### config.mk
export PLATFORM = sky130hd
export DESIGN_NAME = decoder_scan_ctrl
export DESIGN_NICKNAME = d
export VERILOG_FILES = /design/src/rtl/decoder_pkg.sv /design/src/rtl/decoder_scan_ctrl_scan_timer.sv /design/src/rtl/decoder_scan_ctrl.sv
export SDC_FILE = /design/constraint.sdc
export NUM_CORES = 1
export LEC_CHECK = 0
export BUFFER_PORTS_ARGS = -buffer_cell sky130_fd_sc_hd__buf_2
export CAP_MARGIN = 20
export CORE_ASPECT_RATIO = 2
export CORE_MARGIN = 4
export CORE_UTILIZATION = 50
export CTS_BUF_LIST = sky130_fd_sc_hd__clkbuf_4 sky130_fd_sc_hd__clkbuf_8
export CTS_CLUSTER_DIAMETER = 60
export DETAILED_ROUTE_END_ITERATION = 10
export PLACE_DENSITY = 0.68
export SLEW_MARGIN = 25
export SYNTH_ARGS = -nofsm -noshare
export SYNTH_HDL_FRONTEND = slang
export SYNTH_SLANG_ARGS = --single-unit
### constraint.sdc
create_clock -name clk -period 2.8 [get_ports clk]
set_input_delay 0.42 -clock clk [delete_from_list [all_inputs] [get_ports clk]]
set_output_delay 0.42 -clock clk [all_outputs]
set_load 0.05 [all_outputs]
### src/rtl/decoder_pkg.sv
// Shared types for the 2-to-4 decoder scan controller: FSM states, index type
// and index stepping helpers.
package decoder_pkg;

  typedef enum logic [1:0] {
    IDLE   = 2'd0,
    ACTIVE = 2'd1,
    BLANK  = 2'd2
  } state_e;

  typedef logic [1:0] idx_t;

  localparam idx_t IDX_MAX = 2'd3;
  localparam idx_t IDX_MIN = 2'd0;

  function automatic idx_t next_idx(input idx_t idx, input logic dir);
    return dir ? idx - 2'd1 : idx + 2'd1;
  endfunction

  // A wrap is the step that leaves the last index in the current direction.
  function automatic logic is_wrap(input idx_t idx, input logic dir);
    return dir ? (idx == IDX_MIN) : (idx == IDX_MAX);
  endfunction

endpackage

### src/rtl/decoder_scan_ctrl_scan_timer.sv
// Loadable down-counter shared by the dwell and blanking phases; it holds at
// zero until reloaded.
module scan_timer #(
  parameter int CNT_W = 16
) (
  input  logic             clk,
  input  logic             rst,
  input  logic             load_i,
  input  logic             clear_i,
  input  logic [CNT_W-1:0] load_val_i,
  output logic [CNT_W-1:0] value_o,
  output logic             zero_o
);

  logic [CNT_W-1:0] cnt_q;

  always_ff @(posedge clk or posedge rst) begin
    if (rst) begin
      cnt_q <= '0;
    end else if (clear_i) begin
      cnt_q <= '0;
    end else if (load_i) begin
      cnt_q <= load_val_i;
    end else if (cnt_q != '0) begin
      cnt_q <= cnt_q - CNT_W'(1);
    end
  end

  assign value_o = cnt_q;
  assign zero_o  = (cnt_q == '0);

endmodule

### src/rtl/decoder_scan_ctrl.sv
// Scan controller driving En/w1/w0 of a 2-to-4 decoder with dwell and blanking.
// Defining DECODER_SCAN_STEP_EN adds single-step operation via step_req.
module decoder_scan_ctrl #(
  parameter int DWELL = 50000,
  parameter int BLANK = 100,
  parameter int CNT_W = 16
) (
  input  logic clk,
  input  logic rst,
  input  logic run,
  input  logic dir,
  input  logic step_req,
  output logic en,
  output logic w1,
  output logic w0,
  output logic frame_done,
  output logic busy
);

  import decoder_pkg::*;

  localparam logic [CNT_W-1:0] DWELL_LD = CNT_W'(DWELL - 1);
  localparam logic [CNT_W-1:0] BLANK_LD = (BLANK > 0) ? CNT_W'(BLANK - 1) : '0;

  state_e           state_q, state_d;
  idx_t             idx_q, idx_d;
  logic             en_q, en_d;
  logic             fd_q, fd_d;
  logic             busy_q, busy_d;
  logic             tmrLoad, tmrClear, tmrZero;
  logic [CNT_W-1:0] tmrLoadVal;
  logic [CNT_W-1:0] unusedTmrValue;
  logic             stepStart, stepActive, abortScan, endStep;

  scan_timer #(.CNT_W(CNT_W)) u_timer (
    .clk        (clk),
    .rst        (rst),
    .load_i     (tmrLoad),
    .clear_i    (tmrClear),
    .load_val_i (tmrLoadVal),
    .value_o    (unusedTmrValue),
    .zero_o     (tmrZero)
  );

`ifdef DECODER_SCAN_STEP_EN
  logic step_q, step_d;
  // A step survives run=0 until its slot ends; run=1 turns it into a normal scan.
  assign stepStart  = !run && step_req;
  assign step_d     = (state_q == decoder_pkg::IDLE) ? stepStart
                                                     : (step_q && !run && (state_d != decoder_pkg::IDLE));
  assign stepActive = step_q;
`else
  logic unusedStepReq;
  assign unusedStepReq = step_req;
  assign stepStart     = 1'b0;
  assign stepActive    = 1'b0;
`endif

  assign abortScan = !run && !stepActive;
  assign endStep   = stepActive && !run;

  always_comb begin
    state_d    = state_q;
    idx_d      = idx_q;
    en_d       = en_q;
    fd_d       = 1'b0;
    tmrLoad    = 1'b0;
    tmrClear   = 1'b0;
    tmrLoadVal = DWELL_LD;
    unique case (state_q)
      decoder_pkg::IDLE: begin
        if (run || stepStart) begin
          state_d = decoder_pkg::ACTIVE;
          en_d    = 1'b1;
          tmrLoad = 1'b1;
        end
      end
      decoder_pkg::ACTIVE, decoder_pkg::BLANK: begin
        if (abortScan) begin
          state_d  = decoder_pkg::IDLE;
          en_d     = 1'b0;
          tmrClear = 1'b1;
        end else if (tmrZero) begin
          if ((state_q == decoder_pkg::ACTIVE) && (BLANK > 0)) begin
            state_d    = decoder_pkg::BLANK;
            en_d       = 1'b0;
            tmrLoad    = 1'b1;
            tmrLoadVal = BLANK_LD;
          end else begin
            idx_d = next_idx(idx_q, dir);
            fd_d  = is_wrap(idx_q, dir);
            if (endStep) begin
              state_d = decoder_pkg::IDLE;
              en_d    = 1'b0;
            end else begin
              state_d = decoder_pkg::ACTIVE;
              en_d    = 1'b1;
              tmrLoad = 1'b1;
            end
          end
        end
      end
      default: begin
        state_d = decoder_pkg::IDLE;
        en_d    = 1'b0;
      end
    endcase
    busy_d = (state_d != decoder_pkg::IDLE);
  end

  always_ff @(posedge clk or posedge rst) begin
    if (rst) begin
      state_q <= decoder_pkg::IDLE;
      idx_q   <= IDX_MIN;
      en_q    <= 1'b0;
      fd_q    <= 1'b0;
      busy_q  <= 1'b0;
`ifdef DECODER_SCAN_STEP_EN
      step_q  <= 1'b0;
`endif
    end else begin
      state_q <= state_d;
      idx_q   <= idx_d;
      en_q    <= en_d;
      fd_q    <= fd_d;
      busy_q  <= busy_d;
`ifdef DECODER_SCAN_STEP_EN
      step_q  <= step_d;
`endif
    end
  end

  assign en         = en_q;
  assign w1         = idx_q[1];
  assign w0         = idx_q[0];
  assign frame_done = fd_q;
  assign busy       = busy_q;

endmodule
==> impl_metrics.ini, run 1 <==
[outcome]
outcome = completed

[setup_path]
start_kind = flip-flop
critical_path_class = reg2reg
arrival_ns = 2.66
path_max_fanout = 9
endpoint_kind = flip-flop
required_ns = 2.93

[synthesis]
syn_inst = 148
ys_types = 38
synth_seq_cells = 23
seq_area_frac_synth_pct = 42.24
syn-num-nets = 158
syn_area_per_cell_um2 = 9.206
syn_area_um2 = 1363
synth_warnings = 0

[sta]
finalHoldViolations = 0
clock_skew_ns = 0.007146
slew_headroom_pct = 41.07
rsz0062_at_grt = false
fmax_mhz = 395.1
timing_max_transition_violations_final = 0
worstMarginPinSlew_ns = 0.8830
tns_ns = 0
period_minus_slack_ns = 2.531
worst_slack_ns = 0.2689
finalCritPeriodShare_pct = 90.40
setup_viol = 0

[routing]
drtPass1Iterations = 5
routed_wirelength_mm = 3.118
dr.first_iter.drc_count = 26
wl_per_cell_um = 16.95
via_per_inst = 6.082
drtAntennaViolNets = 0
drc_errors = 0
via_count = 1119

[clock_network]
cts_tree = yes
insertion_delay_ns = 0.28
cts.clk_slew.worst_paths_ns = 0.09
cts_root_buffer = clkbuf_8
holdBufCountCts = 0
post_cts_buffers = 0
htreeDepth = 1
cts.sinks = 23
numCtsBuffers = 3
cts.path.max_buffers = 2
cts_resized = 0

[power]
power_mw = 1.509
p_leak_nw = 0.6286
seq_power_share_pct = 38.1
p_int_uw = 822.0
p_sw_uw = 686.6
peakVddDrop_uv = 502.1
power_frac_comb_pct = 47.7
powerDensity_nw_per_um2 = 1031
clockPowerShare_pct = 14.1
switching_share_pct = 45.52

[die]
die_area_um2 = 3675
core-area_um2 = 2570
fp-row-count = 26
die_h_um = 81.83
die_w_um = 44.91
num_io_pins = 10
initial_utilization_pct = 53.02

[global_route]
overflow = 0
grt_max_degree = 24
grt_usage_pct = 20.14
grt_pass1_wl_mm = 5.478
antenna_found_initial = 0
grt_pass1_vias = 1214

[layout]
nets = 167
syn2layout_area_growth_pct = 7.438
diodes = 0
layout-drive-gt1-share_pct = 14.10

[place]
place_hpwl_mm = 2.335
gp_congestion = 0.8214
pre_cts_slack_ns = 0.3158
port_buffers = 8

[hold_path]
hold_path_class = in2async

[job]
max-cap-violations = 0
[cell usage after synthesis (all sizes together)]
library cell   n  area, um^2
a21oi         14       73.82
nor4           6       52.55
dfrtp         23       575.6
clkbuf         3       11.26
o221ai         1       8.760
a22o           2       17.52
o31ai          2       15.01
xnor2          9       78.83
a31oi          2       12.51
o22ai          1       6.260
or2            1       6.260
o211ai         2       20.02
nand3          4       20.02
a211oi         2       15.01
a21o           2       16.27
nand2         11       41.29
o2bb2ai        1       8.760
inv            7       26.28
o21a           1       8.760
o21ai          7       35.03
xor2           4       35.03
or4            5       45.04
buf            2       16.26
nor2          20       75.07
nor3b          3       22.52
ha             5       62.56
o41ai          1       8.760
or3            3       18.77
nor3           2       10.01
or4b           1       10.01
nor4b          1       8.760
[cell families (layout without fill, tap and decap cells)]
family / Yosys count / count (layout) / synth area share (%)
simple gates: 57 / 57 / 22.77
compound gates: 38 / 38 / 18.09
flops: 23 / 23 / 42.24
xor+xnor: 13 / 13 / 8.356
buf+inv: 12 / 20 / 3.948
fa+ha+maj: 5 / 5 / 4.591
[metrics by stage]
step | utilization (%) | cells | area, um^2 | hold slack (ns)
final | 56.96 | 184 | 1464 | 0.3174
after global routing | 56.96 | 184 | 1464 | 0.4098
after CTS | 56.96 | 184 | 1464 | 0.3547
after detailed placement | 55.16 | 180 | 1418 | 0.4683
after global placement | 55.16 | 180 | 1418 | 0.4643
after floorplan | - | 148 | 1363 | 0.4219
[state kept, by name (all words and copies together), names as in the netlist]
signal           count
u_timer.value_o     16
busy                 1
state_q              2
frame_done           1
idx_q                2
en                   1
[final timing paths]
path | from | end | slack (ns) | cells past startpoint
min in group clk | dir | frame_done$_DFF_PP0_ | 0.44 | 3
max | u_timer.value_o[0]$_DFFE_PP0P_ | u_timer.value_o[9]$_DFFE_PP0P_ | 0.27 | 7
min reg2reg | en$_DFFE_PP0P_ | en$_DFFE_PP0P_ | 0.49 | 2
max reg2reg | u_timer.value_o[0]$_DFFE_PP0P_ | u_timer.value_o[9]$_DFFE_PP0P_ | 0.27 | 7
max in group asynchronous | rst | state_q[0]$_DFF_PP0_ | 1.93 | 2
min | rst | idx_q[0]$_DFFE_PP0P_ | 0.32 | 2
[placed cells by master (no fill, tap or decap)]
master | synthesis | final
a211oi_1 | 2 | 2
a21o_1 | 1 | 1
a21o_2 | 1 | 1
a21oi_1 | 13 | 13
a21oi_2 | 1 | 1
a22o_1 | 2 | 2
a31oi_1 | 2 | 2
buf_2 | 1 | 8
buf_4 | 0 | 1
clkbuf_8 | 0 | 3
clkinv_2 | 0 | 1
dfrtp_1 | 23 | 23
ha_1 | 5 | 5
inv_1 | 7 | 7
nand2_1 | 11 | 11
nand3_1 | 4 | 4
nor2_1 | 20 | 20
nor3_1 | 2 | 2
nor3b_1 | 3 | 3
nor4_1 | 5 | 5
nor4_4 | 1 | 1
nor4b_1 | 1 | 1
o211ai_1 | 1 | 1
o211ai_2 | 1 | 1
o21a_2 | 1 | 1
o21ai_0 | 5 | 5
o21ai_1 | 2 | 2
o221ai_1 | 1 | 1
o22ai_1 | 1 | 1
o2bb2ai_1 | 1 | 1
o31ai_1 | 2 | 2
o41ai_1 | 1 | 1
or2_2 | 1 | 1
or3_1 | 3 | 3
or4_1 | 3 | 3
or4_4 | 2 | 2
or4b_2 | 1 | 1
xnor2_1 | 9 | 9
xor2_1 | 4 | 4
[worst max-delay path: stages (launching register included)]
cell and delay (ns):
dfrtp_1 0.45, inv_1 0.13, ha_1 0.17, or4b_2 0.66
or4_4 0.52, o21ai_1 0.16, o21a_2 0.24, a31oi_1 0.06
[cell type report]
type | count | area, um^2
flip-flops and latches | 23 | 575.6
well taps | 28 | 35.03
clock buffers | 3 | 41.29
clock inverters | 1 | 5.005
repair buffers | 9 | 47.55
multi-input cells | 113 | 733.2
fillers | 244 | 1106
inverters | 7 | 26.28
[power groups by stage]
| stage | Sequential (mW) | Combinational, mW | Clock (mW) |
|---|---|---|---|
| after global routing | 0.596 | 0.803 | 0.226 |
| after global placement | 0.570 | 0.696 | 0 |
| after CTS | 0.572 | 0.717 | 0.217 |
| after floorplan | 0.612 | 0.514 | 0 |
| final | 0.575 | 0.720 | 0.213 |
| after detailed placement | 0.578 | 0.711 | 0 |
[per-layer routing]
| metal | global-route usage (%) | vias to the layer above | share of wire (%) |
|---|---|---|---|
| met5 | 0 | - | 0 |
| met1 | 21.02 | 531 | 39 |
| li1 | - | 545 | - |
| met3 | 2.632 | 16 | 2.8 |
| met2 | 36.31 | 27 | 54 |
| met4 | 12.32 | 0 | 3.8 |
(Power assumes the default switching activity.)
==> inputs of run 2 (changes only) <==
CTS_BUF_LIST = default   (was sky130_fd_sc_hd__clkbuf_4 sky130_fd_sc_hd__clkbuf_8)
SYNTH_HIERARCHICAL = 1   (was default)
==> run 2 against run 1 <==
Synthesized cell count increased by 4.7%. Cell count is 9.8% higher. Register-to-register slack lost 0.04 ns. Sequential power is 8.2% higher. Via count grew 4.9%. Non-clock buffer count is 2 higher. Area after synthesis up 5.4%. Die area is 4.7% higher. Sequential share of layout area shrank 3.1 points.
==> impl_metrics.ini, run 2 <==
[setup_path]
required_ns = 2.99
arrival_ns = 2.77
crit_chain = inv_1 > ha_1 > or4b_2 > nor4_4 > a21oi_1 > nor2_1 > inv_2 > a21o_4 > o21bai_1 > a31oi_1
critical-path-top-delay-family = simple AND/OR/NAND/NOR gates
slowest_stage = or4b_2
max_stage_delay_ns = 0.66
cp_num_buf_inv = 2
rr_worst_depth = 10
r2r_setup_slack_ns = 0.22
start_kind = flip-flop
timing.rr.end = u_timer/value_o[11]$_DFFE_PP0P_
endpoint_kind = flip-flop
path_max_fanout = 14
reg2reg_from = u_timer/value_o[1]$_DFFE_PP0P_
critical_path_class = reg2reg

[layout]
seq_area_um2 = 575.6
design_area_um2 = 1588
postLayoutCoreUtil_pct = 57.32
layoutNonFillerInstCount = 202
diodes = 0
syn2layout_area_growth_pct = 10.54
multiInputGateArea_um2 = 827.0
fill_cells = 269
nets = 184
layout_commonest_cell = dfrtp_1
largest_reg_flops = 16
layout-drive-gt1-share_pct = 15.03
layout_common_cells = 23 x dfrtp_1, 21 x nor2_1, 15 x xnor2_1

[synthesis]
synth_top_area_share_pct = 40.07
syn_area_um2 = 1436
syn_area_per_cell_um2 = 9.267
yosys-top-cells-area = dfrtp_1 40%, xnor2_1 9.1%, nor2_1 5.5%, ha_1 4.4%, a21oi_1 4.2%
synthTopCellsByCount = 23 x dfrtp_1, 21 x nor2_1, 15 x xnor2_1, 12 x a21oi_1, 11 x nand2_1
seq_area_frac_synth_pct = 40.07
ys_types = 45
synth-main-ff-cell = dfrtp_1
synth_seq_cells = 23
syn_inst = 155
synth_edf_count = 0
postSynth.asyncResetShare_pct = 100.0
synth_warnings = 6
synth_top_area_cell = dfrtp_1
synthMostInstantiatedCell = dfrtp_1

[power]
seq_power_share_pct = 38.1
peakVddDrop_uv = 545.2
p_sw_uw = 721.6
clockPowerShare_pct = 13.2
switching_share_pct = 44.19
p_leak_nw = 0.7050
powerDensity_nw_per_um2 = 1028
power_mw = 1.633
p_int_uw = 911.3
power_frac_comb_pct = 48.8

[die]
fp-row-count = 27
num_io_pins = 10
initial_utilization_pct = 51.85
die_h_um = 83.80
die_w_um = 45.90
die_area_um2 = 3846
core-area_um2 = 2770

[clock_network]
insertion_delay_ns = 0.27
cts_resized = 0
numCtsBuffers = 3
post_cts_buffers = 0
cts.path.max_buffers = 2
cts.sinks = 23
holdBufCountCts = 0
cts_tree = yes
htreeDepth = 1
cts.clk_slew.worst_paths_ns = 0.09
cts_root_buffer = clkbuf_8

[sta]
worstMarginPinSlew_ns = 0.6399
rsz0062_at_grt = false
holdWs_ns = 0.06736
finalHoldViolations = 0
fmax_mhz = 388.3
slew_headroom_pct = 57.29
worst_slack_ns = 0.2246
setup_viol = 0
period_minus_slack_ns = 2.575
timing_max_transition_violations_final = 0
clock_skew_ns = 0.002944
tns_ns = 0
finalCritPeriodShare_pct = 91.98

[job]
max-cap-violations = 0

[routing]
via_per_inst = 5.812
drtPass1Iterations = 4
dr.first_iter.drc_count = 29
drc_errors = 0
wl_per_cell_um = 15.39
drtAntennaViolNets = 0
routed_wirelength_mm = 3.108
via_count = 1174

[place]
port_buffers = 8
gp_congestion = 0.8479
place_hpwl_mm = 2.426
place_area_um2 = 1539
pre_cts_slack_ns = 0.2115
placedCellCount = 198

[global_route]
grt_pass1_wl_mm = 5.409
overflow = 0
grt_usage_pct = 18.72
antenna_found_initial = 0
grt_max_degree = 18
grt_pass1_vias = 1215

[hold_path]
hold_path_class = in2async

[outcome]
outcome = completed
run 2: how the worst max path moves through the flow:
| stage | start | to | slack (ns) | depth (start not counted) |
|---|---|---|---|---|
| finish | u_timer/value_o[1]$_DFFE_PP0P_ | u_timer/value_o[11]$_DFFE_PP0P_ | 0.22 | 10 |
| global route | u_timer/value_o[0]$_DFFE_PP0P_ | u_timer/value_o[11]$_DFFE_PP0P_ | 0.01 | 10 |
| detailed placement | u_timer/value_o[0]$_DFFE_PP0P_ | u_timer/value_o[11]$_DFFE_PP0P_ | 0.21 | 10 |
| floorplan | u_timer/value_o[0]$_DFFE_PP0P_ | u_timer/value_o[10]$_DFFE_PP0P_ | 0.07 | 11 |
| global placement | u_timer/value_o[0]$_DFFE_PP0P_ | busy$_DFF_PP0_ | 0.24 | 8 |
| CTS | u_timer/value_o[0]$_DFFE_PP0P_ | u_timer/value_o[11]$_DFFE_PP0P_ | 0.19 | 10 |
run 2: power groups by stage:
| stage | clock network, mW | registers (mW) | logic [mW] |
|---|---|---|---|
| 5_1_grt | 0.236 | 0.642 | 0.885 |
| 2_1_floorplan | 0 | 0.642 | 0.603 |
| 3_5_place_dp | 0 | 0.629 | 0.797 |
| 3_3_place_gp | 0 | 0.620 | 0.767 |
| 6_report | 0.215 | 0.622 | 0.796 |
| 4_1_cts | 0.222 | 0.623 | 0.802 |
run 2: kinds of logic (layout without fill, tap and decap cells):
group | count (synthesis) | count (layout) | synth area share (%)
AOI/OAI and AO/OA | 27 | 27 | 12.98
xor gates and xnor gates | 16 | 16 | 9.756
adders and majority gates | 5 | 5 | 4.355
buffers and inverters | 14 | 25 | 4.181
DFF | 23 | 23 | 40.07
muxes | 3 | 3 | 2.439
other | 2 | 9 | 0.5228
and+or+nand+nor | 65 | 65 | 25.70
run 2: per-layer routing:
| layer | routed length (um) | global-route usage (%) | up-vias | share of wire (%) |
|---|---|---|---|---|
| li1 | - | - | 568 | - |
| met1 | 1080 | 18.89 | 577 | 35 |
| met2 | 1860 | 34.30 | 18 | 60 |
| met3 | 67 | 2.808 | 11 | 2.2 |
| met4 | 99 | 8.290 | 0 | 3.2 |
| met5 | 0 | 0 | - | 0 |
run 2: layout make-up:
type                    count  area share (%)
inverters                  10           2.364
flip-flops and latches     23           36.25
clock inverters             1          0.4728
repair buffers             11           3.940
clock buffers               3           2.600
multi-input cells         125           52.09
well taps                  29           2.285
